### config.mk
export PLATFORM = sky130hd
export DESIGN_NAME = mem_port_arbiter
export DESIGN_NICKNAME = d
export VERILOG_FILES = /design/src/rtl/mem_port_arbiter_pkg.sv /design/src/rtl/mem_port_arbiter_rr_pick.sv /design/src/rtl/mem_port_arbiter.sv
export SDC_FILE = /design/constraint.sdc
export NUM_CORES = 1
export LEC_CHECK = 0
export CORE_AREA = 2 2 137 139
export DETAILED_ROUTE_END_ITERATION = 7
export DIE_AREA = 0 0 139 141
export PLACE_DENSITY = 0.92
export SLEW_MARGIN = 30
export SYNTH_ARGS = -nofsm -noshare
export SYNTH_HDL_FRONTEND = slang
export SYNTH_SLANG_ARGS = --single-unit
### constraint.sdc
create_clock -name clk -period 5.4 [get_ports clk]
set_clock_uncertainty 0.1 [all_clocks]
set_input_delay 0.54 -clock clk [delete_from_list [all_inputs] [get_ports clk]]
set_output_delay 0.54 -clock clk [all_outputs]
set_load 0.01 [all_outputs]
### src/rtl/mem_port_arbiter_pkg.sv
// Shared types and constants for the unified-memory port arbiter.
package mem_port_arbiter_pkg;

  typedef enum logic [1:0] {ARB_IDLE, ARB_ACCESS, ARB_DONE} arb_state_t;

  localparam int REQ_FETCH = 0;
  localparam int REQ_DATA  = 1;
  localparam int REQ_DBG   = 2;

  localparam int CNT_W = 8;

  // A single requester still needs a 1-bit index/pointer.
  function automatic int ptr_width(input int n);
    return (n > 1) ? $clog2(n) : 1;
  endfunction

endpackage

### src/rtl/mem_port_arbiter_rr_pick.sv
// Round-robin picker: first requesting index at or after ptr, wrapping modulo NREQ.
module mem_port_arbiter_rr_pick
  import mem_port_arbiter_pkg::*;
#(
  parameter int NREQ = 3,
  parameter int PW   = ptr_width(NREQ)
) (
  input  logic [NREQ-1:0] req,
  input  logic [PW-1:0]   ptr,
  output logic            valid,
  output logic [PW-1:0]   idx
);

  always_comb begin
    int j;
    j     = 0;
    valid = 1'b0;
    idx   = '0;
    // Scan from the farthest offset down so the nearest requester overwrites last.
    for (int k = NREQ - 1; k >= 0; k--) begin
      j = int'(ptr) + k;
      if (j >= NREQ) j = j - NREQ;
      if (req[j]) begin
        valid = 1'b1;
        idx   = PW'(j);
      end
    end
  end

endmodule

### src/rtl/mem_port_arbiter.sv
// Round-robin arbiter sharing the single-ported unified memory between fetch, data and debug.
// state      | meaning
// ARB_IDLE   | waiting for a request; winner and its command are latched on exit
// ARB_ACCESS | mem_req high from latched command; leaves on mem_ready or timeout
// ARB_DONE   | one-cycle ack to the owner with rdata/err; rr pointer advances
module mem_port_arbiter
  import mem_port_arbiter_pkg::*;
#(
  parameter int NREQ    = 3,
  parameter int AW      = 32,
  parameter int DW      = 32,
  parameter int TIMEOUT = 15
) (
  input  logic              clk,
  input  logic              rst_n,
  input  logic [NREQ-1:0]   req,
  input  logic [NREQ-1:0]   we,
  input  logic [NREQ*AW-1:0] addr,
  input  logic [NREQ*DW-1:0] wdata,
  input  logic [NREQ*4-1:0] be,
  output logic [NREQ-1:0]   ack,
  output logic [DW-1:0]     rdata,
  output logic              err,
  output logic              busy,
  output logic              mem_req,
  output logic              mem_we,
  output logic [AW-1:0]     mem_addr,
  output logic [DW-1:0]     mem_wdata,
  output logic [3:0]        mem_be,
  input  logic [DW-1:0]     mem_rdata,
  input  logic              mem_ready
);

  localparam int PW = ptr_width(NREQ);

  arb_state_t       state_q, state_d;
  logic [PW-1:0]    rr_ptr_q;
  logic [PW-1:0]    owner_q;
  logic [PW-1:0]    pick_idx;
  logic             pick_valid;
  logic             lat_we_q;
  logic [AW-1:0]    lat_addr_q;
  logic [DW-1:0]    lat_wdata_q;
  logic [3:0]       lat_be_q;
  logic [CNT_W-1:0] cnt_q;
  logic [DW-1:0]    rdata_q;
  logic             err_q;
  logic             timeout_hit;

  mem_port_arbiter_rr_pick #(
    .NREQ (NREQ),
    .PW   (PW)
  ) u_rr_pick (
    .req   (req),
    .ptr   (rr_ptr_q),
    .valid (pick_valid),
    .idx   (pick_idx)
  );

  // Counter is compared before its increment, so ACCESS lasts exactly TIMEOUT cycles.
  assign timeout_hit = (cnt_q == CNT_W'(TIMEOUT - 1));

  always_ff @(posedge clk or negedge rst_n) begin
    if (!rst_n) state_q <= ARB_IDLE;
    else        state_q <= state_d;
  end

  always_comb begin
    state_d = state_q;
    case (state_q)
      ARB_IDLE:   if (pick_valid) state_d = ARB_ACCESS;
      ARB_ACCESS: if (mem_ready || timeout_hit) state_d = ARB_DONE;
      ARB_DONE:   state_d = ARB_IDLE;
      default:    state_d = ARB_IDLE;
    endcase
  end

  always_ff @(posedge clk or negedge rst_n) begin
    if (!rst_n) begin
      rr_ptr_q    <= '0;
      owner_q     <= '0;
      lat_we_q    <= 1'b0;
      lat_addr_q  <= '0;
      lat_wdata_q <= '0;
      lat_be_q    <= '0;
      cnt_q       <= '0;
      rdata_q     <= '0;
      err_q       <= 1'b0;
    end else begin
      case (state_q)
        ARB_IDLE: begin
          if (pick_valid) begin
            owner_q     <= pick_idx;
            lat_we_q    <= we[pick_idx];
            lat_addr_q  <= addr[pick_idx*AW +: AW];
            lat_wdata_q <= wdata[pick_idx*DW +: DW];
            lat_be_q    <= be[pick_idx*4 +: 4];
          end
        end
        ARB_ACCESS: begin
          cnt_q <= cnt_q + CNT_W'(1);
          if (mem_ready) begin
            rdata_q <= lat_we_q ? '0 : mem_rdata;
            err_q   <= 1'b0;
          end else if (timeout_hit) begin
            rdata_q <= '0;
            err_q   <= 1'b1;
          end
        end
        ARB_DONE: begin
          cnt_q    <= '0;
          err_q    <= 1'b0;
          rr_ptr_q <= (owner_q == PW'(NREQ - 1)) ? '0 : owner_q + 1'b1;
        end
        default: ;
      endcase
    end
  end

  always_comb begin
    ack = '0;
    if (state_q == ARB_DONE) ack[owner_q] = 1'b1;
  end

  assign err       = (state_q == ARB_DONE) && err_q;
  assign rdata     = rdata_q;
  assign busy      = (state_q == ARB_ACCESS) || (state_q == ARB_DONE);
  assign mem_req   = (state_q == ARB_ACCESS);
  assign mem_we    = mem_req && lat_we_q;
  assign mem_addr  = lat_addr_q;
  assign mem_wdata = lat_wdata_q;
  assign mem_be    = lat_be_q;

endmodule

==> flow_summary.yaml <==
critical_path:
  r2r_start: "rr_ptr_q[0]"
  end_kind: "flip-flop"
  reg2reg_slack_ns: 1.94
  critical_path.top_delay_family: "compound AO/OA/AOI/OAI gates"
  max_stage_delay_ns: 0.75
  cp-start-kind: "flip-flop"
  crit_fanout: 53
  worst_r2r_endpoint: "mem_wdata[23]"
  path_buf_inv: 2
  cp_slowest_cell: "o31ai_4"
  worstPathCellList: "inv_1 -> ha_1 -> nor2b_1 -> a22o_1 -> o31ai_4 -> buf_4 -> a22oi_1 -> nand3_1"
  cp.arrival_ns: 3.70
  critical_path_required_ns: 5.65
  ff2ff_path_depth: 8
  worstSetupPathType: "reg2reg"
cells_and_area:
  diodes: 0
  drive_gt1_share_pct: 5.40
  utilization_pct: 63.8
  nNetsFinal: 1444
  area_delta_synth_final_pct: 55.2
yosys:
  synth_area_um2: 7510
  synth_nets: 1171
  synth-async-reset-ratio_pct: 100
  postSynthCellCount: 917
  synth_seq_cells: 116
  netlist-cell-type-count: 46
  yosysTopAreaCell: "dfrtp_1"
  netlist.area_leader.share_pct: 38.6
  synth_top_flop_cell: "dfrtp_1"
  yosysWarnings: 0
  netlist_top_cells_area: "dfrtp_1 39%, o2111ai_1 8.0%, a22oi_1 7.1%, nand2_1 7.0%, nand3_1 7.0%"
  avgSynthCellArea_um2: 8.19
  synth-edff-count: 0
  ys_seq_area_share_pct: 38.6
clocking:
  h-tree-depth: 4
  cts_tree: "built"
  hold_buffers: 0
  clkTransAtPathRegs_ns: 0.06
  clockRootBuffer: "clkbuf_16"
  cts_buffer_depth: 2
  post_cts_resized: 0
  cts_setup_buffers: 0
  clock_latency_ns: 0.41
  cts.sinks: 116
  cts_made_buffers: 17
grt:
  grt_max_degree: 103
  gr-total-overflow: 0
  grt_pass1_vias: 8366
  grtUsageTotal_pct: 28.1
  grt_pass1_wl_um: 44600
  antenna_found_initial: 0
sta:
  fin_crit_sh_pct: 64.0
  fmax_mhz: 289
  drv_slew: 0
  grt_setup_unrepaired: "no"
  hold_viol_final: 0
  final.setup.worst_slack_ns: 1.94
  finalSetupViolCount: 0
  finalSetupTns_ns: 0
  min_period_ns: 3.46
  worst-slew-pin-transition_ns: 0.917
  relSlewSlack_pct: 38.8
route:
  vias: 8782
  routed_wl_um: 28500
  drt_iter0_markers: 761
  drc: 0
  viasPerCell: 6.11
  antenna_left: 0
  drtPass1Iterations: 5
  routedWlPerCell_um: 19.8
die:
  core_area_um2: 18300
  io_pins: 352
  die_x_um: 139
  fp.dieH_um: 141
  fp.dieArea_um2: 19600
  row_count: 50
  initial_core_util_pct: 41.1
placement:
  dp.final_hpwl_um: 19700
  gp_congestion: 0.885
  numPortBuffers: 351
  place_ws_ns: 1.82
power_and_ir_drop:
  ir_drop_v: 0.000440
  p_per_area_nw_per_um2: 582
  cellLeakagePower_nw: 4.77
  finalPower_w: 0.00679
worst_hold_path:
  hold_path_class: "in2async"
run:
  drv_cap: 0
status:
  status: "finished, final reports clean"
placed cells by master (no fill, tap or decap), types with 15 or more instances in the layout:
master	n
nor3_1	74
nand3_1	105
nand4_1	69
buf_4	15
o2111ai_1	69
nand2_1	140
dfrtp_1	116
and2_1	72
clkbuf_16	17
a22oi_1	71
clkdlybuf4s50_1	350
routing by layer:
layer  vias to the layer above  wire length (um)  GRT usage [%]
li1                       3966                 -              -
met1                      4169             11100           35.7
met2                       570             13900           46.8
met3                        77              2520           6.28
met4                         0               870           11.6
met5                         -                 0              0
kinds of logic (layout without fill, tap and decap cells):
group | Yosys count | in the layout | synth area share, %
simple gates | 482 | 482 | 32.5
fa+ha+maj | 9 | 9 | 1.50
mux | 4 | 4 | 0.566
flops | 116 | 116 | 38.6
buf+inv | 127 | 413 | 7.86
compound gates | 177 | 177 | 18.7
xor+xnor | 2 | 2 | 0.233
through the flow:
| step | instances | hold slack, ns | cell area [um^2] |
|---|---|---|---|
| after floorplan | 917 | 0.144 | 7510 |
| after global placement | 1401 | 0.349 | 11000 |
| after detailed placement | 1405 | 0.356 | 11100 |
| after CTS | 1437 | 0.159 | 11700 |
| after global routing | 1437 | 0.192 | 11700 |
| final | 1437 | 0.130 | 11700 |
worst max path at each step:
stage / end / cells after the start / startpoint
global route: mem_wdata[23] / 8 / rr_ptr_q[0]
detailed placement: mem_addr[11] / 7 / req[1]
CTS: mem_wdata[24] / 8 / rr_ptr_q[0]
finish: mem_wdata[23] / 8 / rr_ptr_q[0]
floorplan: mem_addr[21] / 9 / rr_ptr_q[0]
global placement: mem_wdata[7] / 7 / req[1]
sequential cells by signal (all words and copies together), names as in the netlist:
register	count
mem_addr	32
mem_wdata	32
rdata	32
cnt_q	8
mem_be	4
owner_q	2
rr_ptr_q	2
state_q	2
err_q	1
lat_we_q	1
worst register-to-register path, delay by kind of cell, from the launching register on:
kind	cells	cell delay, ns
buffers and inverters	2	0.73
adder cells (fa/ha/maj)	1	0.63
AND/OR/NAND/NOR	2	0.26
AO/OA/AOI/OAI	3	1.33
flip-flops	1	0.35
cell type report:
type                       count  area (um^2)
fill                        1492         6610
multi-input combinational    674         4120
timing repair buffer         369         3730
sequential                   116         2900
clock buffer                  20          447
tap                          234          293
clock inverter                12          129
inverter                      12         45.0
cell usage after synthesis (all sizes together) (6+ instances only):
master / instances
clkbuf: 73
inv: 11
nand3: 105
dfrtp: 116
a21oi: 8
a22oi: 71
ha: 9
o2111ai: 69
and2: 72
nand4: 69
o21ai: 6
nand2: 140
buf: 42
nor3: 74
report_power, final:
group          internal (W)  switching (W)
combinational       0.00177        0.00231
clock              0.000691       0.000420
sequential          0.00131       0.000285
No activity file was read; power rests on OpenSTA's default activity.
